<file path="config.mk">
export PLATFORM = sky130hd
export DESIGN_NAME = packetmem_write_adapter
export DESIGN_NICKNAME = d
export VERILOG_FILES = /design/src/rtl/packetmem_write_adapter.sv
export SDC_FILE = /design/constraint.sdc
export NUM_CORES = 1
export LEC_CHECK = 0
export ABC_AREA = 1
export ABC_CLOCK_PERIOD_IN_PS = 6540
export CORE_ASPECT_RATIO = 1.4
export CORE_MARGIN = 2
export CORE_UTILIZATION = 57
export CTS_CLUSTER_DIAMETER = 50
export DETAILED_ROUTE_END_ITERATION = 16
export PLACE_DENSITY = 0.87
export SYNTH_ARGS = -nofsm -noshare
export SYNTH_HDL_FRONTEND = slang
export SYNTH_SLANG_ARGS = --single-unit
</file>
<file path="constraint.sdc">
create_clock -name clk -period 6.54 [get_ports clk]
set_input_delay 1.308 -clock clk [delete_from_list [all_inputs] [get_ports clk]]
set_output_delay 1.308 -clock clk [all_outputs]
set_load 0.01 [all_outputs]
</file>
<file path="src/rtl/packetmem_write_adapter.sv">
// Packet-memory write adapter: turns big-endian byte/half/word writes at any byte
// address into one or two aligned 32-bit word beats. Optional macro WRITE_ADAPTER_ERR_EN.
module packetmem_write_adapter #(
  parameter  int PACKET_BYTE_ADDR_WIDTH = 12,
  localparam int WORD_ADDR_WIDTH        = PACKET_BYTE_ADDR_WIDTH - 2
) (
  input  logic                              clk,
  input  logic                              rst,
  input  logic [PACKET_BYTE_ADDR_WIDTH-1:0] byte_wr_addr,
  input  logic [1:0]                        transfer_sz,
  input  logic [31:0]                       wr_data,
  input  logic                              in_valid,
  output logic                              in_ready,
  output logic                              mem_wr_en,
  input  logic                              mem_wr_ready,
  output logic [WORD_ADDR_WIDTH-1:0]        mem_word_addr,
  output logic [3:0]                        mem_be,
  output logic [31:0]                       mem_wr_data
`ifdef WRITE_ADAPTER_ERR_EN
  ,
  output logic                              err_illegal_sz
`endif
);

  typedef enum logic [1:0] {S_IDLE, S_LAST, S_FIRST} state_e;

  state_e                     state_q, state_d;
  logic [WORD_ADDR_WIDTH-1:0] addr_q, addr_d, addr2_q, addr2_d;
  logic [3:0]                 be_q, be_d, be2_q, be2_d;
  logic [31:0]                data_q, data_d, data2_q, data2_d;
  logic                       err_q, err_d;

  logic [1:0]                 off;
  logic [2:0]                 nbytes;
  logic [3:0]                 nmask;
  logic [31:0]                dmask;
  logic [3:0]                 shamt;
  logic [63:0]                wide;
  logic [7:0]                 be8;
  logic                       split, accept, illegal;
  logic [WORD_ADDR_WIDTH-1:0] word_a, word_b;

  assign off = byte_wr_addr[1:0];

  always_comb begin
    nbytes = 3'd1;
    nmask  = 4'b0001;
    dmask  = 32'h0000_00ff;
    case (transfer_sz)
      2'b00: begin nbytes = 3'd4; nmask = 4'b1111; dmask = 32'hffff_ffff; end
      2'b01: begin nbytes = 3'd2; nmask = 4'b0011; dmask = 32'h0000_ffff; end
      default: ;
    endcase
  end

  // Place the value in an 8-byte big-endian window starting at word A; the upper
  // half is beat 1, the lower half (if any lanes are enabled) is beat 2.
  assign shamt  = 4'd8 - {2'b00, off} - {1'b0, nbytes};
  assign wide   = {32'b0, wr_data & dmask} << {shamt, 3'b000};
  assign be8    = {4'b0000, nmask} << shamt;
  assign split  = |be8[3:0];
  assign word_a = byte_wr_addr[PACKET_BYTE_ADDR_WIDTH-1:2];
  assign word_b = word_a + {{(WORD_ADDR_WIDTH-1){1'b0}}, 1'b1};
  assign accept = in_valid && in_ready;

`ifdef WRITE_ADAPTER_ERR_EN
  assign illegal = (transfer_sz == 2'b11);
`else
  assign illegal = 1'b0;
`endif

  always_comb begin
    state_d  = state_q;
    addr_d   = addr_q;
    be_d     = be_q;
    data_d   = data_q;
    addr2_d  = addr2_q;
    be2_d    = be2_q;
    data2_d  = data2_q;
    in_ready = 1'b0;
    case (state_q)
      S_IDLE: in_ready = 1'b1;
      S_FIRST: begin
        if (mem_wr_ready) begin
          state_d = S_LAST;
          addr_d  = addr2_q;
          be_d    = be2_q;
          data_d  = data2_q;
        end
      end
      S_LAST: begin
        in_ready = mem_wr_ready;
        if (mem_wr_ready) begin
          state_d = S_IDLE;
          addr_d  = '0;
          be_d    = '0;
          data_d  = '0;
        end
      end
      default: state_d = S_IDLE;
    endcase
    // A new request can only be accepted once the held beat is gone, so it overrides.
    if (accept && !illegal) begin
      state_d = split ? S_FIRST : S_LAST;
      addr_d  = word_a;
      be_d    = be8[7:4];
      data_d  = wide[63:32];
      addr2_d = word_b;
      be2_d   = be8[3:0];
      data2_d = wide[31:0];
    end
    err_d = err_q | (accept & illegal);
  end

  always_ff @(posedge clk or posedge rst) begin
    if (rst) begin
      state_q <= S_IDLE;
      addr_q  <= '0;
      be_q    <= '0;
      data_q  <= '0;
      addr2_q <= '0;
      be2_q   <= '0;
      data2_q <= '0;
      err_q   <= 1'b0;
    end else begin
      state_q <= state_d;
      addr_q  <= addr_d;
      be_q    <= be_d;
      data_q  <= data_d;
      addr2_q <= addr2_d;
      be2_q   <= be2_d;
      data2_q <= data2_d;
      err_q   <= err_d;
    end
  end

  assign mem_wr_en     = (state_q != S_IDLE);
  assign mem_word_addr = addr_q;
  assign mem_be        = be_q;
  assign mem_wr_data   = data_q;

`ifdef WRITE_ADAPTER_ERR_EN
  assign err_illegal_sz = err_q;
`else
  logic unused_err;
  assign unused_err = err_q;
`endif

endmodule

</file>
Word level (Yosys, flattened, before mapping)

Index checks and enable logic that the tools add are counted.

Register bits: 94
Input bits: 50
Word-level logic and storage cells: 48
Output and inout port bits: 48

Reductions and logical operators: 8
Multiplexer cells: 21
Eq/ne operators: 6
Bitwise gates (word level): 1
$add $sub $neg: 3
Shifts and indexed selects: 2

Operators with widths:

| kind                                                                  | count |
|---|---|
| 32-bit one-hot mux with 2 select lines                                | 2 |
| 32-bit 2-to-1 mux                                                     | 3 |
| 32-bit by 7-bit << shifter with 64-bit output                         | 1 |
| 32-bit AND                                                            | 1 |
| 10-bit 2-to-1 mux                                                     | 3 |
| 10-bit one-hot mux with 2 select lines                                | 1 |
| 4-bit one-hot mux with 2 select lines                                 | 2 |
| 4-bit 2-to-1 mux                                                      | 3 |
| 10-bit by 1-bit adder with 10-bit output, second input constant       | 1 |
| 2-bit 2-to-1 mux                                                      | 4 |
| 4-bit by 4-bit << shifter with 8-bit output                           | 1 |
| 3-bit inequality test, second input constant                          | 2 |
| 2-bit one-hot mux with 3 select lines                                 | 1 |
| 3-bit one-hot mux with 2 select lines                                 | 1 |
| 3-bit AND reduction                                                   | 2 |
| 2-bit by 1-bit equality test with 1-bit output, second input constant | 2 |
| 2-bit logical NOT                                                     | 2 |
| 4-bit OR reduction                                                    | 1 |
| 4-bit by 2-bit subtractor with 4-bit output, first input constant     | 1 |
| 4-bit by 3-bit subtractor with 4-bit output                           | 1 |
| 3-bit nonzero test                                                    | 1 |
| 2-bit equality test, second input constant                            | 1 |
| 2-bit inequality test, second input constant                          | 1 |
| 1-bit one-hot mux with 2 select lines                                 | 1 |
| 2 further kinds                                                       | 2 |

Depth between registers and ports, before layout

Depth after elaboration: 7
Mapped depth: 16
Depth with buffers taken out: 15

Worst setup path before layout

Ideal clock, no wire load.

Path type: input to register
Start point: input port transfer_sz[0]
End point: register data_q[16] (netlist: mem_wr_data[16])
Setup time: 77 ps
Stages: 13
Setup slack: 3,342 ps
Data arrival time: 3,120 ps
Buffers on the path: 2
Cells stage by stage: inv_1 nor2_1 ha_1 inv_1 nand2_1 fa_1 buf_2 inv_1 clkbuf_1 nor2_1 nor2_1 nand2_1 a21oi_1

Word-level cells in the longest chain between the ends: 5
Elaborated cells on any way between the ends: 8
Those cells by class: 1 x add/sub; 1 x eq/ne; 1 x shift; 3 x mux; 1 x bitwise; 1 x reduce/logical

Ends and longest elaborated chain:

| what                                                                                            | line   | text |
|---|---|---|
| start, declared                                                                                 | 10     | `input logic [1:0] transfer_sz,` |
| 2-bit by 1-bit equality test with 1-bit output or 2-bit logical NOT (tied branches)             | 49     | `case (transfer_sz)` |
| 3-bit one-hot mux with 2 select lines or 32-bit one-hot mux with 2 select lines (tied branches) | 49     |  |
| 4-bit by 3-bit subtractor with 4-bit output or 32-bit AND (tied branches)                       | 58, 59 |  |
| 32-bit by 7-bit << shifter with 64-bit output *                                                 | 59     | `assign wide = {32'b0, wr_data & dmask} << {shamt, 3'b000};` |
| 32-bit 2-to-1 mux *                                                                             | 103    | `if (accept && !illegal) begin` |
| end signal, assigned                                                                            | 129    | `data_q <= data_d;` |
| end, declared                                                                                   | 30     | `logic [31:0] data_q, data_d, data2_q, data2_d;` |

Mark *: on every way between the ends. The rest lies on a longest branch, timed or not.
A chain may end at the register's enable or synchronous reset.

Final worst setup path

Start point: input port transfer_sz[0]
End point: register state_q[0]

Word-level cells in the longest chain between the ends: 7
Elaborated cells on any way between the ends: 9
Those cells by class: 1 x add/sub; 1 x eq/ne; 1 x shift; 4 x mux; 2 x reduce/logical

Ends and longest elaborated chain:

| what                                                                                | line | text |
|---|---|---|
| 2-bit by 1-bit equality test with 1-bit output or 2-bit logical NOT (tied branches) | 49   |  |
| 3-bit one-hot mux with 2 select lines                                               | 49   |  |
| 4-bit by 3-bit subtractor with 4-bit output                                         | 58   | `assign shamt = 4'd8 - {2'b00, off} - {1'b0, nbytes};` |
| 4-bit by 4-bit << shifter with 8-bit output *                                       | 60   | `assign be8 = {4'b0000, nmask} << shamt;` |
| 4-bit OR reduction *                                                                | 61   | `assign split = \|be8[3:0];` |
| 2-bit 2-to-1 mux *                                                                  | 104  | `state_d = split ? S_FIRST : S_LAST;` |
| 2-bit 2-to-1 mux *                                                                  | 103  |  |
| end signal, assigned                                                                | 126  | `state_q <= state_d;` |
| end, declared                                                                       | 27   | `state_e state_q, state_d;` |

Marked as above.

==> run_summary.xml <==
<?xml version="1.0" encoding="UTF-8"?>
<metrics>
  <group name="run_status">
    <metric name="outcome" unit="">completed</metric>
  </group>
  <group name="cts">
    <metric name="insertion_delay" unit="ns">0.36</metric>
    <metric name="clk_root_buffer_cell" unit="">sky130_fd_sc_hd__clkbuf_16</metric>
    <metric name="worst_setup_hold_path_clk_slew" unit="ns">0.07</metric>
    <metric name="postCtsSetupBuffers" unit="">0</metric>
    <metric name="clk_path_buf_depth" unit="">2</metric>
    <metric name="clock_tree.htree_level_count" unit="">3</metric>
    <metric name="post_cts_hold_buffer_count" unit="">0</metric>
    <metric name="tritoncts" unit="">yes</metric>
    <metric name="clock-sinks" unit="">94</metric>
    <metric name="cts_resized" unit="">0</metric>
    <metric name="cts_inserted_buffers" unit="">9</metric>
  </group>
  <group name="pwr">
    <metric name="vdd_ir_drop_max" unit="V">0.0001777</metric>
    <metric name="power_per_cell_area" unit="nW/um2">349.3</metric>
    <metric name="leakage" unit="nW">3.099</metric>
    <metric name="finalPower" unit="mW">2.325</metric>
  </group>
  <group name="setup_path">
    <metric name="worst_path_dominant_cell_family" unit="">buffers and inverters</metric>
    <metric name="setup.worst_path.end_class" unit="">flip-flop</metric>
    <metric name="crit_path_max_incr_delay" unit="ns">0.57</metric>
    <metric name="worstPathCellList" unit="">clkdlybuf4s50_1 -&gt; inv_1 -&gt; nor2_1 -&gt; ha_1 -&gt; inv_1 -&gt; nand2_1 -&gt; fa_1 -&gt; buf_4 -&gt; nand3_2 -&gt; clkinv_2 -&gt; nand2_1 -&gt; nand2_1 -&gt; nand2_1</metric>
    <metric name="crit_path_frequent_cell" unit="">sky130_fd_sc_hd__nand2_1</metric>
    <metric name="critPathArrivalTime" unit="ns">4.57</metric>
    <metric name="worstPathRequired" unit="ns">6.79</metric>
    <metric name="cp_max_stage_cell" unit="">sky130_fd_sc_hd__clkdlybuf4s50_1</metric>
    <metric name="critical_path_class" unit="">input port to flip-flop</metric>
    <metric name="critical_path_peak_fanout" unit="">29</metric>
    <metric name="timing.critical_path.buf_inv" unit="">5</metric>
    <metric name="cp-start-kind" unit="">input port</metric>
  </group>
  <group name="global_routing">
    <metric name="grtUsageTotal" unit="%">33.65</metric>
    <metric name="antenna_found_initial" unit="">0</metric>
    <metric name="grt_first_pass_wirelength" unit="um">27390</metric>
    <metric name="globalRouteOverflowTotal" unit="">0</metric>
    <metric name="first_global_vias" unit="">5618</metric>
    <metric name="grt_start_max_net_pins" unit="">65</metric>
  </group>
  <group name="floorplanning">
    <metric name="floorplan.rows" unit="">42</metric>
    <metric name="placeableCoreArea" unit="um2">9407</metric>
    <metric name="die_h" unit="um">120.2</metric>
    <metric name="start_util" unit="%">58.39</metric>
    <metric name="fp.dieArea" unit="um2">10450</metric>
    <metric name="die_width" unit="um">86.97</metric>
    <metric name="boundaryPins" unit="">98</metric>
  </group>
  <group name="synth">
    <metric name="warnings_from_yosys" unit="">0</metric>
    <metric name="synth_top_cell_by_area" unit="">sky130_fd_sc_hd__dfrtp_1</metric>
    <metric name="synth_edf_count" unit="">0</metric>
    <metric name="netlist_top_cells_area" unit="">sky130_fd_sc_hd__dfrtp_1 (43%), sky130_fd_sc_hd__nand2_1 (18%), sky130_fd_sc_hd__nand3_1 (7.0%)</metric>
    <metric name="unique_masters_post_synth" unit="">35</metric>
    <metric name="synthesis.instances" unit="">764</metric>
    <metric name="postSynth.topFlopCell" unit="">sky130_fd_sc_hd__dfrtp_1</metric>
    <metric name="syn_nets" unit="">820</metric>
    <metric name="synthDominantCellAreaShare" unit="%">42.82</metric>
    <metric name="ys_ff_latch" unit="">94</metric>
    <metric name="synth.cell_area" unit="um2">5493</metric>
    <metric name="avg_synthesized_cell_area" unit="um2">7.189</metric>
    <metric name="synth_async_sr_flop_share" unit="%">100.0</metric>
    <metric name="synth_sequential_area_ratio" unit="%">42.82</metric>
  </group>
  <group name="timing">
    <metric name="grt_setup_unrepaired" unit="">false</metric>
    <metric name="final.setup_skew" unit="ns">0.008598</metric>
    <metric name="tightest_slew" unit="ns">1.002</metric>
    <metric name="period_needed" unit="ns">4.322</metric>
    <metric name="final_hold_viol_count" unit="">0</metric>
    <metric name="fmax" unit="MHz">231.4</metric>
    <metric name="final-setup-viol-count" unit="">0</metric>
    <metric name="period_share" unit="%">66.09</metric>
    <metric name="relSlewSlack" unit="%">33.14</metric>
    <metric name="totalNegativeSetupSlack" unit="ns">0</metric>
    <metric name="final_slew_violations" unit="">0</metric>
  </group>
  <group name="finish">
    <metric name="final_layout_size_suffix_gt1_share" unit="%">5.156</metric>
    <metric name="area_of_all_sequential_standard_cells" unit="um2">2352</metric>
    <metric name="synthToLayoutAreaGrowth" unit="%">21.21</metric>
    <metric name="finish.utilization" unit="%">70.78</metric>
    <metric name="finish.cell_count_without_fillers" unit="">944</metric>
    <metric name="layout.nets" unit="">885</metric>
    <metric name="multi_input_area" unit="um2">2726</metric>
    <metric name="antenna-diode-count" unit="">0</metric>
    <metric name="final.fill_count" unit="">754</metric>
  </group>
  <group name="route">
    <metric name="vias" unit="">5691</metric>
    <metric name="detail_route.iter0.violations" unit="">534</metric>
    <metric name="detail_route.wl_per_cell" unit="um">18.22</metric>
    <metric name="totalWireLength" unit="um">17200</metric>
    <metric name="drc_errors" unit="">0</metric>
    <metric name="drtAntennaViolNets" unit="">0</metric>
    <metric name="drt_pre_antenna_iters" unit="">7</metric>
    <metric name="vias_per_cell" unit="">6.029</metric>
  </group>
  <group name="placed_design">
    <metric name="port-buffer-count" unit="">97</metric>
    <metric name="dpl.hpwl" unit="um">11830</metric>
    <metric name="final_weighted_congestion_in_routability_driven_placement" unit="">0.9141</metric>
    <metric name="dp.cells" unit="">928</metric>
  </group>
  <group name="min_path">
    <metric name="hold_crit_path_type" unit="">flip-flop to flip-flop</metric>
  </group>
  <group name="job">
    <metric name="cap_violations" unit="">0</metric>
  </group>
</metrics>
## tightest hold or removal path, stage by stage, from the launching register on
cell and delay, ns:
sky130_fd_sc_hd__dfrtp_1 0.33, sky130_fd_sc_hd__nand2_1 0.07, sky130_fd_sc_hd__nand2_1 0.06
## synth_stat cells, drive strengths merged, types with 4 or more instances
cell and count:
nand2 269, dfrtp 94, nor2 81, nand3 79, o21ai 66, a21oi 37, buf 35, inv 35
o211ai 16, clkbuf 13, o21a 12, o221ai 6, ha 5, nand4 4
## layout by cell type, fill, tap and decap left out, types with 5 or more instances in the layout
cell,n
sky130_fd_sc_hd__a21oi_1,37
sky130_fd_sc_hd__buf_4,5
sky130_fd_sc_hd__clkbuf_16,9
sky130_fd_sc_hd__clkdlybuf4s50_1,97
sky130_fd_sc_hd__dfrtp_1,94
sky130_fd_sc_hd__ha_1,5
sky130_fd_sc_hd__inv_1,29
sky130_fd_sc_hd__nand2_1,262
sky130_fd_sc_hd__nand2_2,5
sky130_fd_sc_hd__nand3_1,77
sky130_fd_sc_hd__nor2_1,77
sky130_fd_sc_hd__o211ai_1,16
sky130_fd_sc_hd__o21a_1,12
sky130_fd_sc_hd__o21ai_0,53
sky130_fd_sc_hd__o21ai_1,13
sky130_fd_sc_hd__o221ai_1,6
## power breakdown
group / switching, mW / internal, mW
combinational: 0.562 / 0.407
clock: 0.240 / 0.274
sequential: 0.0929 / 0.748
## cell type report
| cell class | instances | share of cell area [%] |
|---|---|---|
| Tap cell | 110 | 2.067 |
| Sequential cell | 94 | 35.33 |
| Multi-Input combinational cell | 585 | 40.95 |
| Timing Repair Buffer | 102 | 15.15 |
| Inverter | 37 | 2.161 |
| Clock buffer | 10 | 3.590 |
| Clock inverter | 6 | 0.7517 |
## cell families (layout without fill, tap and decap cells)
family / count (synthesis) / count (layout) / synth area share, %
xor+xnor: 1 / 1 / 0.1595
buf+inv: 85 / 155 / 7.540
fa+ha+maj: 6 / 6 / 1.503
compound gates: 142 / 142 / 14.81
simple gates: 436 / 436 / 33.17
flops: 94 / 94 / 42.82
## worst paths after layout
path	startpoint	to	slack [ns]	cells after the start
worst max-delay path	transfer_sz[0]	state_q[0]$_DFFE_PP0P_	2.22	13
worst min-delay path	data2_q[24]$_DFFE_PP0N_	data2_q[24]$_DFFE_PP0N_	0.48	2
max in group asynchronous	rst	data2_q[5]$_DFFE_PP0N_	4.02	3
worst max register to register	state_q[1]$_DFFE_PP0P_	state_q[0]$_DFFE_PP0P_	3.42	8
worst min register to register	data2_q[24]$_DFFE_PP0N_	data2_q[24]$_DFFE_PP0N_	0.48	2
min in group asynchronous	rst	mem_wr_data[8]$_DFFE_PP0P_	1.36	2
## state kept, by name, indices dropped and copies added (netlist names)
signal / flops
mem_wr_data: 32
be2_q: 4
mem_word_addr: 10
mem_be: 4
addr2_q: 10
state_q: 2
data2_q: 32
## layer usage
metal / vias up / GRT usage, % / wire length (um)
li1: 2630 / - / -
met1: 2725 / 40.54 / 6454
met5: - / 0 / 0
met4: 0 / 15.04 / 685
met2: 283 / 57.63 / 9028
met3: 53 / 5.983 / 1029
## stage by stage
step,setup slack [ns],instance area (um2),hold slack [ns]
2_1_floorplan,2.783,5493,0.4431
3_3_place_gp,2.123,6369,0.4566
3_5_place_dp,2.038,6369,0.4678
4_1_cts,2.295,6658,0.4860
5_1_grt,2.072,6658,0.5023
6_report,2.218,6658,0.4850
No activity file was read; power rests on OpenSTA's default activity.
